File: config.mk
export PLATFORM = sky130hd
export DESIGN_NAME = rim_tape_loader_flat
export DESIGN_NICKNAME = d
export VERILOG_FILES = /design/src/rtl/rim_tape_loader_if.sv /design/src/rtl/rim_tape_loader.sv /design/src/flat_wrapper.sv
export SDC_FILE = /design/constraint.sdc
export NUM_CORES = 1
export LEC_CHECK = 0
export CAP_MARGIN = 30
export CELL_PAD_IN_SITES_DETAIL_PLACEMENT = 2
export CELL_PAD_IN_SITES_GLOBAL_PLACEMENT = 2
export CORE_ASPECT_RATIO = 1.2
export CORE_MARGIN = 5
export CORE_UTILIZATION = 32
export DETAILED_ROUTE_END_ITERATION = 8
export HOLD_SLACK_MARGIN = 0.06
export MAX_ROUTING_LAYER = met4
export PLACE_DENSITY_LB_ADDON = 0.1
export SLEW_MARGIN = 25
export SYNTH_ARGS = -nofsm -noshare
export SYNTH_HDL_FRONTEND = slang
export SYNTH_SLANG_ARGS = --single-unit
export TNS_END_PERCENT = 100
File: constraint.sdc
create_clock -name clock -period 2.9 [get_ports clock]
set_input_delay 0.58 -clock clock [delete_from_list [all_inputs] [get_ports clock]]
set_output_delay 0.58 -clock clock [all_outputs]
set_load 0.05 [all_outputs]
File: src/rtl/rim_tape_loader_if.sv
// Paper-tape reader handshake plus RAM port-B write bus used by the RIM loader.
// The master side is the reader/RAM environment, the slave side is the loader.
interface rim_tape_loader_if;
    logic [7:0]  tape_data;
    logic        tape_valid;
    logic        tape_ready;
    logic [11:0] address_b;
    logic [17:0] data_b;
    logic        wren_b;

    modport master (
        output tape_data, tape_valid,
        input  tape_ready, address_b, data_b, wren_b
    );

    modport slave (
        input  tape_data, tape_valid,
        output tape_ready, address_b, data_b, wren_b
    );
endinterface

File: src/rtl/rim_tape_loader.sv
// RIM-format paper-tape loader: assembles 18-bit words from three channel-8
// frames, deposits DIO/data pairs into RAM port B and stops on a JMP word.
module rim_tape_loader #(
    parameter logic [5:0] DIO_OP = 6'o32,
    parameter logic [5:0] JMP_OP = 6'o60
) (
    input  logic                  clock,
    input  logic                  reset,
    input  logic                  load_start,
    rim_tape_loader_if.slave      bus,
    output logic                  busy,
    output logic                  done,
    output logic                  error,
    output logic [11:0]           start_address,
    output logic [12:0]           word_count
);

    typedef enum logic [2:0] {
        ST_IDLE, ST_GET_ADDR, ST_GET_DATA, ST_WRITE, ST_DONE, ST_ERR
    } state_t;

    state_t      state, state_next;
    logic [1:0]  frame_cnt;
    logic [11:0] asm_hi;
    logic [11:0] target_addr;
    logic [11:0] address_q;
    logic [17:0] data_q;
    logic        tape_ready_c;
    logic        wren_c;

    function automatic logic [12:0] sat_inc(input logic [12:0] cnt);
        return (cnt == 13'd4096) ? cnt : cnt + 13'd1;
    endfunction

    // Only the upper two frames are kept; the third arrives on the completing edge.
    logic        hole_frame;
    logic        word_done;
    logic [17:0] word_c;
    logic        start_ok;
    logic        unused_frame_bit;

    assign hole_frame       = bus.tape_valid && tape_ready_c && bus.tape_data[7];
    assign word_done        = hole_frame && (frame_cnt == 2'd2);
    assign word_c           = {asm_hi, bus.tape_data[5:0]};
    assign start_ok         = load_start &&
                              (state == ST_IDLE || state == ST_DONE || state == ST_ERR);
    assign unused_frame_bit = bus.tape_data[6];

    always_ff @(posedge clock or posedge reset) begin
        if (reset) state <= ST_IDLE;
        else       state <= state_next;
    end

    always_comb begin
        state_next = state;
        case (state)
            ST_IDLE, ST_DONE, ST_ERR:
                if (load_start) state_next = ST_GET_ADDR;
            ST_GET_ADDR:
                if (word_done) begin
                    if (word_c[17:12] == DIO_OP)      state_next = ST_GET_DATA;
                    else if (word_c[17:12] == JMP_OP) state_next = ST_DONE;
                    else                              state_next = ST_ERR;
                end
            ST_GET_DATA:
                if (word_done) state_next = ST_WRITE;
            ST_WRITE:
                state_next = ST_GET_ADDR;
            default:
                state_next = ST_IDLE;
        endcase
    end

    always_comb begin
        tape_ready_c = 1'b0;
        wren_c       = 1'b0;
        busy         = 1'b0;
        done         = 1'b0;
        error        = 1'b0;
        case (state)
            ST_GET_ADDR, ST_GET_DATA: begin
                tape_ready_c = 1'b1;
                busy         = 1'b1;
            end
            ST_WRITE: begin
                wren_c = 1'b1;
                busy   = 1'b1;
            end
            ST_DONE: done  = 1'b1;
            ST_ERR:  error = 1'b1;
            default: ;
        endcase
    end

    always_ff @(posedge clock or posedge reset) begin
        if (reset) begin
            frame_cnt     <= 2'd0;
            asm_hi        <= 12'd0;
            target_addr   <= 12'd0;
            address_q     <= 12'd0;
            data_q        <= 18'd0;
            start_address <= 12'd0;
            word_count    <= 13'd0;
        end else begin
            if (start_ok) begin
                frame_cnt  <= 2'd0;
                asm_hi     <= 12'd0;
                word_count <= 13'd0;
            end else if (hole_frame) begin
                frame_cnt <= (frame_cnt == 2'd2) ? 2'd0 : frame_cnt + 2'd1;
                asm_hi    <= {asm_hi[5:0], bus.tape_data[5:0]};
            end

            // Port-B address/data are loaded on the edge entering WRITE and then held.
            if (word_done && state == ST_GET_ADDR) begin
                if (word_c[17:12] == DIO_OP)      target_addr   <= word_c[11:0];
                else if (word_c[17:12] == JMP_OP) start_address <= word_c[11:0];
            end
            if (word_done && state == ST_GET_DATA) begin
                address_q <= target_addr;
                data_q    <= word_c;
            end
            if (state == ST_WRITE) word_count <= sat_inc(word_count);
        end
    end

    assign bus.tape_ready = tape_ready_c;
    assign bus.wren_b     = wren_c;
    assign bus.address_b  = address_q;
    assign bus.data_b     = data_q;

endmodule

File: src/flat_wrapper.sv
// flat-port wrapper written by rule: the top's interface ports become plain ports
module rim_tape_loader_flat 
#(
    parameter logic [5:0] DIO_OP = 6'o32,
    parameter logic [5:0] JMP_OP = 6'o60
)
  (clock, reset, load_start, busy, done, error, start_address, word_count, bus_tape_data, bus_tape_valid, bus_tape_ready, bus_address_b, bus_data_b, bus_wren_b);
  rim_tape_loader_if bus_i ();
  input  logic clock;
  input  logic reset;
  input  logic load_start;
  output logic busy;
  output logic done;
  output logic error;
  output logic [11:0] start_address;
  output logic [12:0] word_count;
  input wire logic [$bits(bus_i.tape_data)-1:0] bus_tape_data;
  input wire logic [$bits(bus_i.tape_valid)-1:0] bus_tape_valid;
  output wire logic [$bits(bus_i.tape_ready)-1:0] bus_tape_ready;
  output wire logic [$bits(bus_i.address_b)-1:0] bus_address_b;
  output wire logic [$bits(bus_i.data_b)-1:0] bus_data_b;
  output wire logic [$bits(bus_i.wren_b)-1:0] bus_wren_b;
  assign bus_i.tape_data = bus_tape_data;
  assign bus_i.tape_valid = bus_tape_valid;
  assign bus_tape_ready = bus_i.tape_ready;
  assign bus_address_b = bus_i.address_b;
  assign bus_data_b = bus_i.data_b;
  assign bus_wren_b = bus_i.wren_b;
  rim_tape_loader #(.DIO_OP(DIO_OP), .JMP_OP(JMP_OP)) u_core (.clock(clock), .reset(reset), .load_start(load_start), .bus(bus_i), .busy(busy), .done(done), .error(error), .start_address(start_address), .word_count(word_count));
endmodule
==> results of run 1 <==
==> per-stage QoR <==
step / cells / utilization (%) / total power [mW] / cell area, sq um / hold WS (ns)
2_1_floorplan: 290 / - / 2.01 / 3800 / 0.476
3_3_place_gp: 508 / 40.2 / 2.30 / 4670 / 0.483
3_5_place_dp: 508 / 40.2 / 2.33 / 4670 / 0.492
4_1_cts: 523 / 42.7 / 3.50 / 4960 / 0.494
5_1_grt: 523 / 42.7 / 3.63 / 4960 / 0.516
6_report: 523 / 42.7 / 3.43 / 4960 / 0.493
==> per-layer routing <==
layer  part of all wire [%]  wire length (um)  up-vias
li1                       -                 -     1181
met2                     50              4840       47
met3                    3.8               370        4
met4                   0.76                73        0
met5                      0                 0        -
met1                     45              4380     1364
==> area by class of cell <==
cell class | count | area, sq um
fill | 1211 | 6660
sequential | 84 | 2100
multi-input combinational | 171 | 1530
timing repair buffer | 78 | 773
clock buffer | 13 | 250
tap | 157 | 196
inverter | 18 | 68.8
clock inverter | 2 | 35.0
==> state kept, by name (all words and copies together), names as in the netlist <==
signal                flops
u_core.state              3
u_core.bus.address_b     12
u_core.target_addr       12
u_core.frame_cnt          2
u_core.asm_hi            12
u_core.word_count        13
u_core.start_address     12
u_core.bus.data_b        18
==> Yosys cell counts <==
master / n / area, sq um
dfrtp_1: 84 / 2100
mux2_4: 30 / 450
o21ai_0: 25 / 125
mux2_2: 24 / 270
mux2i_1: 21 / 210
inv_1: 18 / 67.6
clkbuf_1: 8 / 30.0
nor4_1: 8 / 50.1
nand2_1: 7 / 26.3
nand4_1: 6 / 37.5
a21oi_1: 4 / 20.0
buf_2: 4 / 20.0
nor2_1: 4 / 15.0
nor3b_1: 4 / 30.0
buf_6: 3 / 33.8
nand2b_1: 3 / 18.8
nor2b_1: 3 / 18.8
nor3_1: 3 / 15.0
a211oi_1: 2 / 15.0
and3b_1: 2 / 17.5
buf_4: 2 / 15.0
ha_1: 2 / 25.0
nand3_1: 2 / 10.0
o2bb2ai_1: 2 / 17.5
o31ai_1: 2 / 15.0
or3_1: 2 / 12.5
a31o_2: 1 / 8.76
a31oi_1: 1 / 6.26
and4b_1: 1 / 10.0
nand3b_1: 1 / 7.51
nand4b_1: 1 / 8.76
nor4bb_1: 1 / 10.0
o2111a_1: 1 / 11.3
o211ai_1: 1 / 7.51
o21bai_1: 1 / 7.51
o221ai_1: 1 / 8.76
o311ai_0: 1 / 8.76
or3b_2: 1 / 8.76
or3b_4: 1 / 11.3
or4_1: 1 / 7.51
xnor2_1: 1 / 8.76
==> path summary, 6_finish.rpt <==
check | from | endpoint | cells after the start
worst max register to register | u_core.state[1] | u_core.bus.address_b[3] | 3
worst max-delay path | u_core.state[1] | bus_tape_ready | 3
min in group clock | u_core.target_addr[6] | u_core.bus.address_b[6] | 1
max in group asynchronous | reset | u_core.state[0] | 3
worst min-delay path | reset | u_core.bus.address_b[6] | 2
worst min register to register | u_core.target_addr[6] | u_core.bus.address_b[6] | 1
==> power by group <==
group,switching (mW),internal [mW]
Clock,0.453,0.686
Combinational,0.468,0.288
Sequential,0.206,1.33
==> placed cells by master, fill, tap and decap left out, drive strengths merged, types with 2 or more instances in the layout <==
cell and count:
o21ai 25, a211oi 2, nor3 3, mux2i 21, nor4 8, clkbuf 13
o2bb2ai 2, or3 2, clkdlybuf4s50 70, clkinv 2, nor2b 3, nand3 2
mux2 54, a21oi 4, buf 8, or3b 2, inv 17, dfrtp 84
nor2 4, and3b 2, nor3b 4, nand2b 3, nand4 6, o31ai 2
nand2 7, ha 2
==> cells by family (layout without fill, tap and decap cells) <==
kind of cell / count (synthesis) / after routing
AO/OA/AOI/OAI: 42 / 42
XOR/XNOR: 1 / 1
adder cells (fa/ha/maj): 2 / 2
buffers and inverters: 35 / 111
flip-flops: 84 / 84
multiplexers: 75 / 75
AND/OR/NAND/NOR: 51 / 51
==> flow_summary.toml, run 1 <==
[route]
drc = 0
drtAntennaViolNets = 0
finalWirelength_um = 9660
viasPerCell = 4.96
first_pass_iters = 4
num_vias = 2596
drt-initial-drc-count = 72
wl_per_cell_um = 18.5

[layout]
drive_gt1_share_pct = 21.6
nNetsFinal = 376
diodes = 0
area_growth_pct = 30.5

[placement]
place.port_buffers = 70
gp_congestion = 0.760
preCtsSetupSlack_ns = 0.404
dpl.hpwl_um = 6270

[synth]
synth_compound_area_share_pct = 6.62
synthSimpleGateAreaFrac_pct = 8.30
synth.distinct_cells = 41
synth_area_per_cell_sq_um = 13.1
synth_cells = 290
syn_nets = 304
ys_seq_area_share_pct = 55.3
synth_xor_area_share_pct = 0.230
synth_area_sq_um = 3800
ys_ff_latch = 84
synth_top_family_by_area = "multiplexers"
muxShareOfSynthArea_pct = 24.5
yosysWarnings = 0
synth_fa_ha_area_share_pct = 0.659

[global_route]
track_usage_pct = 15.0
first_global_vias = 2963
grt_pass1_wl_um = 15900
use_met3_pct = 3.79
grt_use_met2_pct = 23.9
grt_overflow = 0
met1_usage_pct = 18.9
grt_max_degree = 42
grt-busiest-layer = "met2"
antenna_found_initial = 0

[run]
max_cap_violations = 0

[power]
power.leakage_nw = 2.35
p_per_area_nw_per_um2 = 692
ir_worst_vdd_mv = 0.404

[critical_path]
critPathRequiredTime_ns = 2.32
cpPeakStageDelay_ns = 0.82
crit_fanout = 14
cp.arrival_ns = 2.11
regToRegSetupSlack_ns = 0.93
critPathCaptureType = "primary output"
crit_path_start_kind = "flop"
cpMaxStageDelayCell = "clkdlybuf4s50_1"
cp_num_buf_inv = 1
path_class = "reg -> out"
crit_chain = "xnor2_1, nor2_1, clkdlybuf4s50_1"
crit_family = "buffers and inverters"

[clock_tree]
holdBufCountCts = 0
worstSkewPairLatency_ns = 0.33
cts_max_level = 3
max-clock-path-buffers = 2
cts_root_buffer = "clkbuf_16"
cts_tree = "built"
clk_pin_slew_ns = 0.06
cts_resized = 0
cts-buffers-inserted = 9
cts_sinks = 84
post-cts-setup-buffers = 0

[timing]
finalSetupViolCount = 0
hold_violations = 0
worst_pin_slew_ns = 0.784
slew_headroom_pct = 47.7
slew_viol_final = 0
clock_skew_ns = 0.00719
rsz0062_at_grt = "false"
setup_ws_ns = 0.205
fin_crit_ns = 2.69
fin_tns_setup_ns = 0
fmax_mhz = 371
min_period_over_period_pct = 92.9

[worst_hold_path]
hold_class = "in -> async"

[floorplanning]
core_sq_um = 11600
dieArea_sq_um = 14200
start_util_pct = 32.7
die_h_um = 129
rows = 43
dieWidth_um = 109
boundaryPins = 72

[outcome]
status = "finished clean"
Note: power is estimated with default switching activity, not from simulation.
==> run 2: changes to the inputs <==
CORE_UTILIZATION = 33   (was 32)
CTS_BUF_LIST = sky130_fd_sc_hd__clkbuf_2 sky130_fd_sc_hd__clkbuf_4 sky130_fd_sc_hd__clkbuf_8   (was unset)
==> run 2 against run 1 <==
Effect of this change: cell count stayed put; non-clock buffer count is 1 lower; critical path depth did not move; combinational power down 1%; clock power is 17% lower; maximum frequency up 0.49%; largest power group unchanged.
==> flow_summary.toml, run 2 (synthesis gave the netlist of run 1 again) <==
[route]
drt-initial-drc-count = 43
drc = 0
viasPerCell = 4.90
wl_per_cell_um = 18.1
finalWirelength_um = 9460
drtAntennaViolNets = 0
first_pass_iters = 4
num_vias = 2561

[layout]
drive_gt1_share_pct = 22.4
mostFrequentLayoutCells = "84 x dfrtp_1, 70 x clkdlybuf4s50_1, 30 x mux2_4"
fillers = 1196
final_cell_area_sq_um = 4890
nNetsFinal = 375
largest_register_ffs = 18
diodes = 0
area_growth_pct = 28.6
final_common_cell = "dfrtp_1"

[clock_tree]
cts_max_level = 3
cts_root_buffer = "clkbuf_8"
post-cts-setup-buffers = 0
clk_pin_slew_ns = 0.09
cts_resized = 0
worstSkewPairLatency_ns = 0.36
holdBufCountCts = 0
max-clock-path-buffers = 2
cts-buffers-inserted = 9
cts_sinks = 84
cts_tree = "built"

[power]
sw_frac_of_total_pct = 34.8
p_switching_mw = 1.12
p_per_area_nw_per_um2 = 659
power_frac_clock_pct = 29.2
ir_worst_vdd_mv = 0.287
power.leakage_nw = 2.31
pwr-share-comb_pct = 23.2
seqPwrFrac_pct = 47.6
internal_power_mw = 2.10

[timing]
slew_viol_final = 0
worst_pin_slew_ns = 0.749
hold_violations = 0
slew_headroom_pct = 50.1
fin_tns_setup_ns = 0
finalSetupViolCount = 0
timing.hold.ws_ns = 0.511
fin_crit_ns = 2.68
clock_skew_ns = 0.0103
min_period_over_period_pct = 92.5
rsz0062_at_grt = "false"
fmax_mhz = 373

[critical_path]
crit_fanout = 14
cpMaxStageDelayCell = "clkdlybuf4s50_1"
cpPeakStageDelay_ns = 0.82
cp_num_buf_inv = 1
crit_cells = 3
regToRegSetupSlack_ns = 0.93
path_class = "reg -> out"
crit_family = "buffers and inverters"
crit_path_start_kind = "flop"
critPathCaptureType = "primary output"
crit_chain = "xnor2_1, nor2_1, clkdlybuf4s50_1"
worst-r2r-cell-count = 3
cp.arrival_ns = 2.10
critPathRequiredTime_ns = 2.32

[global_route]
first_global_vias = 2899
grt_max_degree = 63
grt_pass1_wl_um = 15500
grt_overflow = 0
track_usage_pct = 15.0
antenna_found_initial = 0

[worst_hold_path]
hold_depth = 1
hold_class = "reg -> reg"

[floorplanning]
core_sq_um = 11400
boundaryPins = 72
dieWidth_um = 108
rows = 43
die_h_um = 128
start_util_pct = 33.3
dieArea_sq_um = 13800

[placement]
postPlaceCellArea_sq_um = 4670
place.port_buffers = 70
gp_congestion = 0.748
dpl.hpwl_um = 6270

[outcome]
status = "finished clean"

[run]
max_cap_violations = 0
==> run 2: power by group through the flow <==
stage	Clock [mW]	Combinational [mW]	Sequential, mW
floorplan	0	0.346	1.67
global placement	0	0.740	1.55
detailed placement	0	0.759	1.57
CTS	0.982	0.763	1.54
global route	1.04	0.821	1.57
finish	0.942	0.748	1.53
==> run 2: per-stage QoR <==
stage	util, %	std cells	total power [mW]	setup slack, ns
after floorplan	-	290	2.01	0.155
after detailed placement	40.9	507	2.33	0.407
final	42.9	523	3.22	0.218
after global routing	42.9	523	3.42	0.0597
after global placement	40.9	507	2.29	0.401
after CTS	42.9	523	3.29	0.149
==> run 2: final timing paths <==
check	start	endpoint
min in group asynchronous	reset	u_core.bus.address_b[6]
setup / recovery	u_core.state[1]	bus_tape_ready
max in group asynchronous	reset	u_core.start_address[2]
hold / removal	u_core.target_addr[9]	u_core.bus.address_b[9]
hold reg to reg	u_core.target_addr[9]	u_core.bus.address_b[9]
setup reg to reg	u_core.state[1]	u_core.bus.address_b[1]
==> run 2: layer usage <==
metal / vias up / wire (um) / GRT usage [%]
met5: - / 0 / -
met4: 0 / 112 / 5.65
met3: 7 / 393 / 3.89
met2: 51 / 4700 / 23.6
met1: 1325 / 4260 / 18.6
li1: 1178 / - / -
==> run 2: final cells by class <==
cell class | instances | area [sq um] | share of cell area [%]
clock buffers | 9 | 124 | 2.53
clock inverters | 7 | 97.6 | 2.00
inverters | 18 | 68.8 | 1.41
multi-input cells | 171 | 1530 | 31.4
flip-flops and latches | 84 | 2100 | 43.0
well taps | 157 | 196 | 4.02
repair buffers | 77 | 766 | 15.7
==> run 2: worst register-to-register path, delay by kind of cell, from the launching register on <==
| kind | cells | cell delay (ns) |
|---|---|---|
| mux | 1 | 0.42 |
| flops | 1 | 0.61 |
| simple gates | 2 | 0.83 |
